==> src/rtl/param_fifo_if.sv <==
// FIFO access bundle: write/read requests, data and status flags.
// Handshake: wr_fifo/rd_fifo are requests sampled at the rising edge; a request
// is taken only when the FIFO can serve it, otherwise overflow/underflow pulses next cycle.
interface param_fifo_if #(
    parameter int fbits = 8,
    parameter int abits = 4
);
    logic             wr_fifo;
    logic             rd_fifo;
    logic [fbits-1:0] data_in;
    logic [fbits-1:0] data_out;
    logic             full;
    logic             empty;
    logic             afull;
    logic             aempty;
    logic [abits:0]   count;
    logic             overflow;
    logic             underflow;

    modport master (
        output wr_fifo, rd_fifo, data_in,
        input  data_out, full, empty, afull, aempty, count, overflow, underflow
    );

    modport slave (
        input  wr_fifo, rd_fifo, data_in,
        output data_out, full, empty, afull, aempty, count, overflow, underflow
    );
endinterface

==> src/rtl/param_fifo.sv <==
// Synchronous FIFO with registered read data, registered level flags and
// one-cycle overflow/underflow pulses for rejected requests.
module param_fifo #(
    parameter int fbits      = 8,
    parameter int abits      = 4,
    parameter int afull_lvl  = 2**abits - 2,
    parameter int aempty_lvl = 2
) (
    input logic        clk,
    input logic        clr_fifo,
    param_fifo_if.slave bus
);
    localparam int             depth      = 2**abits;
    localparam logic [abits:0] full_cnt   = (abits+1)'(depth);
    localparam logic [abits:0] afull_cnt  = (abits+1)'(afull_lvl);
    localparam logic [abits:0] aempty_cnt = (abits+1)'(aempty_lvl);

    logic [fbits-1:0] mem [depth];
    logic [abits-1:0] wptr;
    logic [abits-1:0] rptr;
    logic [abits:0]   count_q;
    logic [abits:0]   count_nxt;
    logic [fbits-1:0] data_q;
    logic             full_q;
    logic             empty_q;
    logic             afull_q;
    logic             aempty_q;
    logic             overflow_q;
    logic             underflow_q;
    logic             rd_ok;
    logic             wr_ok;

    // A read frees a slot on the same edge, so a full FIFO can still take a write.
    assign rd_ok = bus.rd_fifo && !empty_q;
    assign wr_ok = bus.wr_fifo && (!full_q || rd_ok);

    always_comb begin
        count_nxt = count_q;
        if (wr_ok && !rd_ok)
            count_nxt = count_q + 1'b1;
        else if (rd_ok && !wr_ok)
            count_nxt = count_q - 1'b1;
    end

    always_ff @(posedge clk) begin
        if (!clr_fifo && wr_ok)
            mem[wptr] <= bus.data_in;
    end

    always_ff @(posedge clk) begin
        if (clr_fifo) begin
            wptr        <= '0;
            rptr        <= '0;
            count_q     <= '0;
            data_q      <= '0;
            full_q      <= 1'b0;
            empty_q     <= 1'b1;
            afull_q     <= 1'b0;
            aempty_q    <= 1'b1;
            overflow_q  <= 1'b0;
            underflow_q <= 1'b0;
        end else begin
            if (wr_ok)
                wptr <= wptr + 1'b1;
            if (rd_ok) begin
                data_q <= mem[rptr];
                rptr   <= rptr + 1'b1;
            end
            count_q     <= count_nxt;
            full_q      <= (count_nxt == full_cnt);
            empty_q     <= (count_nxt == '0);
            afull_q     <= (count_nxt >= afull_cnt);
            aempty_q    <= (count_nxt <= aempty_cnt);
            overflow_q  <= bus.wr_fifo && !wr_ok;
            underflow_q <= bus.rd_fifo && !rd_ok;
        end
    end

    assign bus.data_out  = data_q;
    assign bus.count     = count_q;
    assign bus.full      = full_q;
    assign bus.empty     = empty_q;
    assign bus.afull     = afull_q;
    assign bus.aempty    = aempty_q;
    assign bus.overflow  = overflow_q;
    assign bus.underflow = underflow_q;
endmodule

==> src/flat_wrapper.sv <==
// flat-port wrapper written by rule: the top's interface ports become plain ports
module param_fifo_flat 
#(
    parameter int fbits      = 8,
    parameter int abits      = 4,
    parameter int afull_lvl  = 2**abits - 2,
    parameter int aempty_lvl = 2
)
  (clk, clr_fifo, bus_wr_fifo, bus_rd_fifo, bus_data_in, bus_data_out, bus_full, bus_empty, bus_afull, bus_aempty, bus_count, bus_overflow, bus_underflow);
  param_fifo_if #(.fbits(fbits), .abits(abits)) bus_i ();
  input logic clk;
  input logic clr_fifo;
  input wire logic [$bits(bus_i.wr_fifo)-1:0] bus_wr_fifo;
  input wire logic [$bits(bus_i.rd_fifo)-1:0] bus_rd_fifo;
  input wire logic [$bits(bus_i.data_in)-1:0] bus_data_in;
  output wire logic [$bits(bus_i.data_out)-1:0] bus_data_out;
  output wire logic [$bits(bus_i.full)-1:0] bus_full;
  output wire logic [$bits(bus_i.empty)-1:0] bus_empty;
  output wire logic [$bits(bus_i.afull)-1:0] bus_afull;
  output wire logic [$bits(bus_i.aempty)-1:0] bus_aempty;
  output wire logic [$bits(bus_i.count)-1:0] bus_count;
  output wire logic [$bits(bus_i.overflow)-1:0] bus_overflow;
  output wire logic [$bits(bus_i.underflow)-1:0] bus_underflow;
  assign bus_i.wr_fifo = bus_wr_fifo;
  assign bus_i.rd_fifo = bus_rd_fifo;
  assign bus_i.data_in = bus_data_in;
  assign bus_data_out = bus_i.data_out;
  assign bus_full = bus_i.full;
  assign bus_empty = bus_i.empty;
  assign bus_afull = bus_i.afull;
  assign bus_aempty = bus_i.aempty;
  assign bus_count = bus_i.count;
  assign bus_overflow = bus_i.overflow;
  assign bus_underflow = bus_i.underflow;
  param_fifo #(.fbits(fbits), .abits(abits), .afull_lvl(afull_lvl), .aempty_lvl(aempty_lvl)) u_core (.clk(clk), .clr_fifo(clr_fifo), .bus(bus_i));
endmodule
==> config.mk <==
export PLATFORM = sky130hd
export DESIGN_NAME = param_fifo_flat
export DESIGN_NICKNAME = d
export VERILOG_FILES = /design/src/rtl/param_fifo_if.sv /design/src/rtl/param_fifo.sv /design/src/flat_wrapper.sv
export SDC_FILE = /design/constraint.sdc
export NUM_CORES = 1
export LEC_CHECK = 0
export CAP_MARGIN = 25
export CORE_AREA = 2 2 130 132
export CTS_CLUSTER_DIAMETER = 40
export DETAILED_ROUTE_END_ITERATION = 12
export DIE_AREA = 0 0 132 134
export PLACE_DENSITY = 0.59
export SLEW_MARGIN = 20
export SYNTH_ARGS = -nofsm -noshare
export SYNTH_HDL_FRONTEND = slang
export SYNTH_SLANG_ARGS = --single-unit
==> constraint.sdc <==
create_clock -name clk -period 7.2 [get_ports clk]
set_clock_uncertainty 0.15 [all_clocks]
set_input_delay 1.44 -clock clk [delete_from_list [all_inputs] [get_ports clk]]
set_output_delay 1.44 -clock clk [all_outputs]
set_load 0.01 [all_outputs]
Word-level counts from Yosys, hierarchy flattened
Memory sizes are Yosys's and may differ from the RTL's. A register that Yosys moved wholly into a read port is not among the register bits.
Index checks and enable logic that the tools add are counted.

word-level totals
  flip-flop bits (word level) = 19
  bits in writable memories = 128
  input bits = 12
  word-level logic and storage cells = 35
  memories = 1

memory list
  name        words  bits a word  rd ports  clocked after memory_dff  wr ports  RTL line          text
  u_core.mem  16     8            1         1                         1         param_fifo.sv:18  logic [fbits-1:0] mem [depth];

operators by class
  $add $sub $neg = 4
  $lt $le $gt $ge = 2
  eq/ne operators = 1
  muxes and demuxes = 4
  reduce and logical (&&, ||, !) cells = 14

operator list
  operator                                                        count
  2-to-1 mux 5 bit                                                2
  adder 4 x 1 -> 4 bit, second input constant                     2
  logical AND 1 bit                                               7
  adder 5 x 1 -> 5 bit, second input constant                     1
  == test 5 bit, second input constant                            1
  >= comparator 5 x 4 -> 1 bit, second input constant             1
  less-or-equal comparator 5 x 2 -> 1 bit, second input constant  1
  logical NOT 1 bit                                               5
  logical NOT 5 bit                                               1
  subtractor 5 x 1 -> 5 bit, second input constant                1
  2-to-1 mux 1 bit                                                2
  logical OR 1 bit                                                1

Longest topological paths before layout
Gate-level depths: netlist of the first run.

  depth in word-level cells = 9
  gate-level depth with buffers = 7
  depth with buffers taken out = 7

Worst setup path after synthesis of the first run
No wires, ideal clock.

  path type = input-to-reg
  from = input bus_rd_fifo
  to = memory u_core.mem[0][0], enable pin
  setup time = 0.383 ns
  arrival = 2.824 ns
  slack = 3.843 ns
  stages = 5
  cell sequence = nand2b_1 -> a21boi_1 -> and2_1 -> nand2_1 -> nor3_1

between the ends
  word-level cells in the longest chain between the ends = 6

RTL lines
  what                                    RTL line            text
  start, declared                         flat_wrapper.sv:14  input wire logic [$bits(bus_i.rd_fifo)-1:0] bus_rd_fifo;
  logical AND 1 bit                       param_fifo.sv:34    assign rd_ok = bus.rd_fifo && !empty_q;
  logical OR 1 bit                        param_fifo.sv:35    assign wr_ok = bus.wr_fifo && (!full_q || rd_ok);
  logical AND 1 bit                       param_fifo.sv:35
  logical AND 1 bit                       param_fifo.sv:46    if (!clr_fifo && wr_ok)
  2-to-1 mux 1 bit                        param_fifo.sv:46
  2-to-1 mux 1 bit (implied by the code)  param_fifo.sv:47    mem[wptr] <= bus.data_in;
  end, declared                           param_fifo.sv:18

No other way between the ends.

Worst setup path in the final report of the first run
  from = input bus_rd_fifo
  to = memory u_core.mem[14][6], enable pin

Same word-level chain as after synthesis.

==> flow_summary.json, run 1 <==
{
  "core_um2": 16300,
  "drt_drc_violations_left": 0,
  "die_h_um": 134,
  "cts_buffers": 17,
  "layout-drive-gt1-share_pct": 13.3,
  "slew_headroom_pct": 42.4,
  "portBuffers": 30,
  "nets": 404,
  "crit_path_max_fanout": 23,
  "start_util_pct": 38.0,
  "rows": 47,
  "tightest_slew_ps": 864,
  "critical_path_arrival_ps": 4080,
  "synth_cells": 351,
  "grt_start_max_net_pins": 36,
  "rsz0062_at_grt": "false",
  "hold_path_class": "reg -> reg",
  "ios": 31,
  "status": "finished, final reports clean",
  "finalSetupViolCount": 0,
  "clkSlewWorstSetupHoldPaths_ps": 60,
  "wl_per_cell_um": 20.0,
  "synth_cell_types": 42,
  "synth_nets": 370,
  "ys_ff_latch": 155,
  "setup_tns_ps": 0,
  "area_growth_pct": 17.2,
  "place_congestion": 0.825,
  "min_period_over_period_pct": 58.1,
  "hpwl_um": 7990,
  "power_density_nw_per_um2": 288,
  "cellLeakagePower_nw": 2.36,
  "place_area_um2": 6640,
  "cts_resized": 0,
  "diodes": 0,
  "drt_wl_total_um": 12300,
  "max_cap_viol_count": 0,
  "grt_pass1_vias": 3177,
  "fmax_mhz": 239,
  "antenna_found_initial": 0,
  "ys_seq_area_share_pct": 70.8,
  "synth_edf_count": 128,
  "cp.required_ps": 7090,
  "die-area_um2": 17700,
  "fp.dieW_um": 132,
  "synthArstFlopShare_pct": 0,
  "critPathLaunchType": "input pin",
  "dr.pass1.iters": 4,
  "crit_chain": "clkdlybuf4s50_1 -> nand2b_1 -> a21boi_1 -> and2_1 -> nand2_1 -> nor2_1",
  "grt_pass1_wl_um": 19000,
  "cp.buffers_inverters": 1,
  "final_max_slew_viol_count": 0,
  "timing_hold_violations_final": 0,
  "insertion_delay_ps": 410,
  "ir_drop_uv": 161,
  "vias_per_cell": 5.19,
  "worstSetupEndpointType": "flop",
  "syn_area_um2": 6190,
  "cp_slowest_cell": "nor2_1",
  "max_stage_delay_ps": 650,
  "critical_path.top_delay_family": "simple AND/OR/NAND/NOR gates",
  "holdBufCountCts": 0,
  "cts_max_path_buffers": 2,
  "overflow": 0,
  "drt_iter0_drc": 206,
  "ant_nets": 0,
  "period_minus_slack_ps": 4180,
  "synthFlopType": "edfxtp_1",
  "avgSynthCellArea_um2": 17.6,
  "post_cts_buffers": 0,
  "final_cell_area_um2": 7260,
  "cts_tree": "done",
  "clock_sinks": 155,
  "cts.htree.levels": 4,
  "vias": 3208,
  "grt_util_all_layers_pct": 14.7,
  "ys_warn_count": 0,
  "crit_type": "in -> reg",
  "root_buffer": "clkbuf_16"
}
## per-stage QoR
step	power (mW)	hold WS, ps	worst slack [ps]	utilization [%]	std cells
final	2.09	347	3020	44.6	618
after global routing	2.17	376	2790	44.6	618
after CTS	2.11	345	2720	44.4	617
after detailed placement	1.22	331	2290	40.8	585
after global placement	1.22	327	2450	40.8	585
after floorplan	1.15	347	3840	-	351
## layout by cell type (no fill, tap or decap), types with 2 or more instances in the layout
master / count
inv_6: 2
xnor2_1: 4
nand4_1: 2
a21oi_1: 20
mux4_1: 19
nor3_1: 10
buf_4: 2
clkinv_4: 5
ha_1: 7
clkbuf_16: 17
bufinv_16: 3
nand2_1: 11
inv_1: 6
nand2b_1: 4
a22oi_1: 16
clkdlybuf4s50_1: 30
nor2_1: 35
and2_1: 3
nor3_2: 3
nor2b_1: 3
edfxtp_1: 128
mux4_2: 13
xor2_1: 5
dfxtp_1: 26
clkinv_1: 2
## area by class of cell
class	count	area [um2]
Fill cell	1413	9030
Clock buffer	18	429
Multi-Input combinational cell	172	1660
Timing Repair Buffer	33	320
Sequential cell	155	4390
Tap cell	220	275
Inverter	6	22.5
Clock inverter	14	171
## worst reg2reg max path: stages (launching register included)
cell and delay [ps]:
dfxtp_1 330, nand2b_1 540, a21boi_1 570, and2_1 280, nand2_1 160, nor2_1 650
## cells in the mapped netlist, types with 2 or more instances
cell type,count,area [um2]
buf_6,4,45.0
nand4_1,2,12.5
nand2b_1,4,25.0
nor3_1,13,65.1
mux4_2,13,293
a21oi_1,20,100
buf_2,2,10.0
and2_1,3,18.8
clkbuf_1,2,7.51
nor2b_1,3,18.8
a22oi_1,16,120
nor2_1,35,131
xor2_1,5,43.8
ha_1,7,87.6
inv_1,6,22.5
mux4_1,19,499
xnor2_1,4,35.0
edfxtp_1,128,3840
dfxtp_1,27,541
nand2_1,11,41.3
buf_4,6,45.0
## final timing paths
| path | startpoint | endpoint | slack [ps] | cells past startpoint |
|---|---|---|---|---|
| worst max-delay path | bus_rd_fifo | u_core.mem[14][6] | 3020 | 6 |
| worst min-delay path | u_core.bus.data_out[7] | u_core.bus.data_out[7] | 350 | 2 |
| worst max register to register | u_core.bus.empty | u_core.mem[14][6] | 4140 | 5 |
| worst min register to register | u_core.bus.data_out[7] | u_core.bus.data_out[7] | 350 | 2 |
## flip-flops by register name, summed over array words and instances (netlist names)
name                  flops
u_core.mem              128
u_core.bus.afull          1
u_core.bus.full           1
u_core.bus.empty          1
u_core.bus.data_out       8
u_core.bus.underflow      1
u_core.bus.aempty         1
u_core.wptr               4
u_core.rptr               4
u_core.bus.count          5
u_core.bus.overflow       1
## report_power, final
part	switching, mW	leakage, nW	internal, mW
clock	0.343	0.290	0.546
sequential	0.0150	1.37	0.991
combinational	0.103	0.691	0.0914
total	0.461	2.36	1.63
## logic make-up (layout without fill, tap and decap cells)
family	count (synthesis)	after routing	share of synthesized area (%)
simple gates	79	79	6.08
xor+xnor	9	9	1.27
mux	34	34	13.2
buf+inv	24	71	2.75
fa+ha+maj	7	7	1.41
compound gates	43	43	4.50
flops	155	155	70.8
## metal layers
metal | part of all wire (%) | wire (um) | track usage, %
met4 | 1.0 | 129 | 4.35
met1 | 48 | 5890 | 21.1
met3 | 5.2 | 636 | 3.85
met2 | 46 | 5680 | 22.1
met5 | 0 | 0 | 0
Power figures use the tool's default switching activity.
==> run 2, diff against run 1 <==
PLACE_DENSITY = 0.61   (was 0.59)
clock period = 3.76 ns   (was 7.2 ns; I/O delays follow)
==> run 2 against run 1 <==
Compared with the run above:
- utilization is 0.89 points higher
- sequential cell count did not move
- first-iteration DRC count grew 25%
- clock-buffer cell count decreased by 1
- critical endpoint is now u_core.mem[0][2]
- largest cell class unchanged
==> flow_summary.json, run 2 (synthesized netlist as in run 1, its figures left out) <==
{
  "cts_buffers": 17,
  "worstSetupEndpointType": "flop",
  "p_switching_mw": 0.890,
  "slew_headroom_pct": 53.5,
  "critical_path.top_delay_family": "buffers and inverters",
  "p_seq_share_pct": 48.1,
  "hp-start": "u_core.bus.data_out[1]",
  "holdBufCountCts": 0,
  "p_comb_share_pct": 9.2,
  "root_buffer": "clkbuf_16",
  "layout_commonest_cell": "edfxtp_1",
  "cp_slowest_cell": "clkdlybuf4s50_1",
  "insertion_delay_ps": 420,
  "vias": 3234,
  "nets": 424,
  "area_growth_pct": 19.5,
  "max_cap_viol_count": 0,
  "fp.dieW_um": 132,
  "core_um2": 16300,
  "drt_wl_total_um": 12300,
  "critPathLaunchType": "input pin",
  "layout-drive-gt1-share_pct": 17.0,
  "hpwl_um": 7840,
  "largest_register": "u_core.mem",
  "final_cell_area_um2": 7400,
  "hold_path_class": "reg -> reg",
  "tightest_slew_ps": 696,
  "overflow": 0,
  "cts_max_path_buffers": 2,
  "rsz0062_at_grt": "false",
  "status": "finished, final reports clean",
  "place_congestion": 0.807,
  "layout_common_cells": "edfxtp_1 (128), nor2_1 (35), clkdlybuf4s50_1 (30)",
  "period_minus_slack_ps": 2620,
  "max_stage_delay_ps": 610,
  "antenna_found_initial": 0,
  "finalSetupViolCount": 0,
  "cts_resized": 0,
  "grt_start_max_net_pins": 24,
  "reg2reg_to": "u_core.bus.data_out[2]",
  "final_max_slew_viol_count": 0,
  "crit_path_max_fanout": 8,
  "switching_share_pct": 22.2,
  "holdPathStages": 2,
  "r2r-start": "u_core.rptr[0]",
  "clkSlewWorstSetupHoldPaths_ps": 60,
  "ios": 31,
  "grt_pass1_vias": 3272,
  "r2r_cells": 6,
  "cp.required_ps": 3740,
  "die-area_um2": 17700,
  "cts.htree.levels": 4,
  "p_int_mw": 3.12,
  "rows": 47,
  "utilization_pct": 45.5,
  "cp.buffers_inverters": 2,
  "timing_hold_violations_final": 0,
  "post_cts_buffers": 0,
  "min_period_over_period_pct": 69.7,
  "crit_type": "in -> reg",
  "portBuffers": 30,
  "cellLeakagePower_nw": 2.45,
  "die_h_um": 134,
  "critical_path_arrival_ps": 2600,
  "drt_iter0_drc": 257,
  "r2r_slack_ps": 1460,
  "diodes": 0,
  "hold_end": "u_core.bus.data_out[1]",
  "dr.pass1.iters": 4,
  "ir_drop_uv": 236,
  "clock_power_share_pct": 42.7,
  "place_area_um2": 6790,
  "setup_tns_ps": 0,
  "grt_util_all_layers_pct": 14.9,
  "vias_per_cell": 5.07,
  "clock_sinks": 155,
  "wl_per_cell_um": 19.3,
  "start_util_pct": 38.0,
  "largest_reg_flops": 128,
  "drt_drc_violations_left": 0,
  "fmax_mhz": 381,
  "ant_nets": 0,
  "grt_pass1_wl_um": 19000,
  "crit_chain": "clkdlybuf4s50_1 -> a21boi_1 -> and2_1 -> nand2_1 -> nor3_1 -> buf_4",
  "cts_tree": "done",
  "power_density_nw_per_um2": 542
}
[run 2: stage by stage]
stage | hold slack, ps | worst slack, ps | power (mW) | instances
final | 339 | 1140 | 4.01 | 638
after global routing | 378 | 913 | 4.15 | 638
after CTS | 350 | 1150 | 4.05 | 637
after detailed placement | 334 | 719 | 2.34 | 605
after global placement | 321 | 727 | 2.33 | 605
after floorplan | 347 | 1090 | 2.20 | 351
[run 2: per-layer routing]
layer / vias up / global-route usage (%) / wire [um]
li1: 1500 / - / -
met1: 1645 / 19.9 / 5640
met2: 73 / 23.3 / 5940
met3: 16 / 3.51 / 494
met4: 0 / 6.70 / 229
met5: - / 0 / 0
[run 2: how the worst max path moves through the flow]
stage / startpoint / endpoint / slack [ps] / cells past startpoint
after floorplan: bus_rd_fifo / u_core.mem[0][0] / 1090 / 5
after global placement: bus_wr_fifo / u_core.mem[0][3] / 730 / 6
after detailed placement: bus_wr_fifo / u_core.mem[3][1] / 720 / 6
after CTS: bus_wr_fifo / u_core.mem[3][6] / 1150 / 6
after global routing: bus_wr_fifo / u_core.mem[3][7] / 910 / 6
final: bus_wr_fifo / u_core.mem[0][2] / 1140 / 6
[run 2: power groups by stage]
stage | Sequential (mW) | Combinational, mW | Clock (mW)
2_1_floorplan | 1.97 | 0.235 | 0
3_3_place_gp | 1.97 | 0.364 | 0
3_5_place_dp | 1.97 | 0.369 | 0
4_1_cts | 1.93 | 0.370 | 1.74
5_1_grt | 1.93 | 0.401 | 1.82
6_report | 1.93 | 0.370 | 1.71
[run 2: tightest hold or removal path, stage by stage (launching register included)]
cell     delay [ps]
dfxtp_1         330
a21oi_1          60
nor2_1           70
[run 2: layout make-up]
| class | count | area (um2) |
|---|---|---|
| fill | 1404 | 8880 |
| sequential | 155 | 4390 |
| multi-input combinational | 172 | 1640 |
| timing repair buffer | 53 | 480 |
| clock buffer | 17 | 425 |
| tap | 220 | 275 |
| clock inverter | 15 | 175 |
| inverter | 6 | 22.5 |
==> edit (config.mk and constraints of run 2) <==
`abits` is set to 4 in 3 places; all go to 3.
--- a/src/rtl/param_fifo_if.sv
+++ b/src/rtl/param_fifo_if.sv
@@ -4,5 +4,5 @@
 interface param_fifo_if #(
     parameter int fbits = 8,
-    parameter int abits = 4
+    parameter int abits = 3
 );
     logic             wr_fifo;
--- a/src/rtl/param_fifo.sv
+++ b/src/rtl/param_fifo.sv
@@ -3,5 +3,5 @@
 module param_fifo #(
     parameter int fbits      = 8,
-    parameter int abits      = 4,
+    parameter int abits      = 3,
     parameter int afull_lvl  = 2**abits - 2,
     parameter int aempty_lvl = 2
--- a/src/flat_wrapper.sv
+++ b/src/flat_wrapper.sv
@@ -3,5 +3,5 @@
 #(
     parameter int fbits      = 8,
-    parameter int abits      = 4,
+    parameter int abits      = 3,
     parameter int afull_lvl  = 2**abits - 2,
     parameter int aempty_lvl = 2
Interface: changed (resized bus_count); port bits go from 31 to 30. No check against the original RTL was run, so the function may have changed too.
==> edit against run 2 <==
Utilization fell by 19 points. Register-to-register slack improved by 0.04 ns. Design area is 42% lower. Area after synthesis down 44%. Routed wire length is 44% lower. Power is 44% lower. Combinational power decreased by 17%. Critical path type unchanged. Sequential cell count fell by 67. Synthesized cell count decreased by 39%. Hold slack gained 0.071 ns. Clock power fell by 54%. Setup slack better by 0.042 ns.
==> edit: results (changes against run 2) <==
Routing
• 1874 — Via Count, was 3234
• 3.032 mm — post-route met1 wirelength, was 5.638 mm
• 162 — number of DRC markers in iteration 0, was 257
• 404 um — detailed route wirelength on metal3, was 494 um
• 3.937 — via-per-instance ratio, was 5.069
• 14.51 um — Avg WL per Cell, was 19.28 um
• 3.396 mm — routed length on met2, was 5.936 mm

Worst setup path
• 1.50 ns — worst-case register-to-register setup slack, was 1.46 ns
• clr_fifo — beginning of the critical path, was bus_wr_fifo
• 2.47 ns — data arrival time of the worst path, was 2.60 ns
• u_core.bus.data_out[7] — Reg-to-Reg End, was u_core.bus.data_out[2]
• 14 — maximum fanout encountered on the critical timing path, was 8
• 4 — number of cells on the worst reg-to-reg path, was 6

Min path
• u_core.wptr[1] — critical hold path startpoint, was u_core.bus.data_out[1]
• u_core.wptr[1] — WHS Endpoint, was u_core.bus.data_out[1]

Synth
• sky130_fd_sc_hd__edfxtp_1 (55%), sky130_fd_sc_hd__dfxtp_1 (14%), sky130_fd_sc_hd__mux4_2 (10%) — top post-synthesis cells by area, was sky130_fd_sc_hd__edfxtp_1 (62%), sky130_fd_sc_hd__dfxtp_1 (8.7%), sky130_fd_sc_hd__mux4_1 (8.1%)
• 36 — Unique masters post-synth, was 42
• sky130_fd_sc_hd__edfxtp_1 (64), sky130_fd_sc_hd__dfxtp_1 (24), sky130_fd_sc_hd__mux4_2 (16), sky130_fd_sc_hd__nor2_1 (16), sky130_fd_sc_hd__a21oi_1 (10) — list of most frequent post-synthesis cells, was sky130_fd_sc_hd__edfxtp_1 (128), sky130_fd_sc_hd__nor2_1 (35), sky130_fd_sc_hd__dfxtp_1 (27), sky130_fd_sc_hd__a21oi_1 (20), sky130_fd_sc_hd__mux4_1 (19)
• 64 — EDFF count, synth, was 128
• 231 — Post-Syn Nets, was 370
• 0.6931 — sequential-to-total area share from yosys stat, was 0.7077
• 215 — Synth Instances, was 351
• 0 — post-synthesis async set-or-reset flop share, unchanged

Place
• 4.778 mm — placed wire-length estimate after detailed placement, was 7.839 mm
• 4035 um2 — area of placed instances, was 6789 um2
• 0.7356 — final weighted congestion in routability-driven placement, was 0.8065
• 29 — Port Buf Inserts, was 30
• 461 — placed cells, was 605

Final layout
• 0.1719 — layout cells sized above 1, was 0.1699
• 268 — Post-layout nets, was 424
• 64 — max FFs per register, was 128

Clocking
• 0.33 ns — clk_lat worst skew, was 0.42 ns
• 9 — CTS Buf Count, was 17
• 3 — number of H-tree levels, was 4

Global route
• 27 — largest net degree at the start of global routing, was 24
• 2011 — via count of the first global-routing pass, was 3272
• 0.08293 — aggregate global-route resource usage, was 0.1489
• 11.06 mm — first-pass GRT wire length, was 19.00 mm

Outcome
• finished clean — run status, unchanged

Timing
• 0.8667 ns — pin slew with the least headroom to its limit, was 0.6964 ns
• 0.4107 ns — final worst hold slack, was 0.3393 ns

Power
• 0.1923 mV — Peak supply drop, was 0.2357 mV
• 1.366 nW — leakage power of the design, was 2.448 nW

==> edit: kinds of logic (layout without fill, tap and decap cells) <==
group | after synthesis | count (layout) | share of synthesized area
compound gates | 28 | 28 | 0.05054
xor+xnor | 6 | 6 | 0.01517
fa+ha+maj | 4 | 4 | 0.01444
buf+inv | 15 | 56 | 0.02166
flops | 88 | 88 | 0.6931
mux | 25 | 25 | 0.1300
simple gates | 49 | 49 | 0.07509
==> edit: layout make-up <==
type	instances	area, um2
fill	1666	11990
sequential	88	2402
multi-input combinational	112	988.4
timing repair buffer	38	357.8
tap	220	275.3
clock buffer	10	229.0
clock inverter	5	33.78
inverter	3	11.26
==> edit: how the worst max path moves through the flow <==
stage	endpoint
2_1_floorplan	u_core.mem[0][0]
3_3_place_gp	u_core.mem[0][3]
3_5_place_dp	u_core.mem[0][3]
4_1_cts	u_core.mem[0][5]
5_1_grt	u_core.mem[0][5]
6_report	u_core.mem[0][1]
==> edit: where the power goes <==
group	switching (mW)	total, mW	internal (mW)
registers	0.0545	1.14	1.09
clock network	0.347	0.791	0.444
logic	0.142	0.307	0.165
total	0.544	2.24	1.70
==> edit: worst reg2reg max path, stage by stage, from the launching register on <==
cell	delay, ns
sky130_fd_sc_hd__dfxtp_1	0.87
sky130_fd_sc_hd__buf_4	0.32
sky130_fd_sc_hd__mux4_2	0.52
sky130_fd_sc_hd__mux2i_1	0.19
sky130_fd_sc_hd__a21oi_1	0.09
==> edit: stage by stage <==
step | setup WS, ns | total power, mW
after floorplan | 1.291 | 1.344
after global placement | 0.9068 | 1.467
after detailed placement | 0.8533 | 1.473
after CTS | 1.190 | 2.265
after global routing | 0.9290 | 2.340
final | 1.179 | 2.241
==> edit: metal layers <==
| metal | GRT usage | vias to the layer above |
|---|---|---|
| met1 | 0.09496 | 928 |
| met3 | 0.03477 | 8 |
| met5 | 0 | - |
| met2 | 0.1421 | 42 |
| met4 | 0.02415 | 0 |
| li1 | - | 896 |
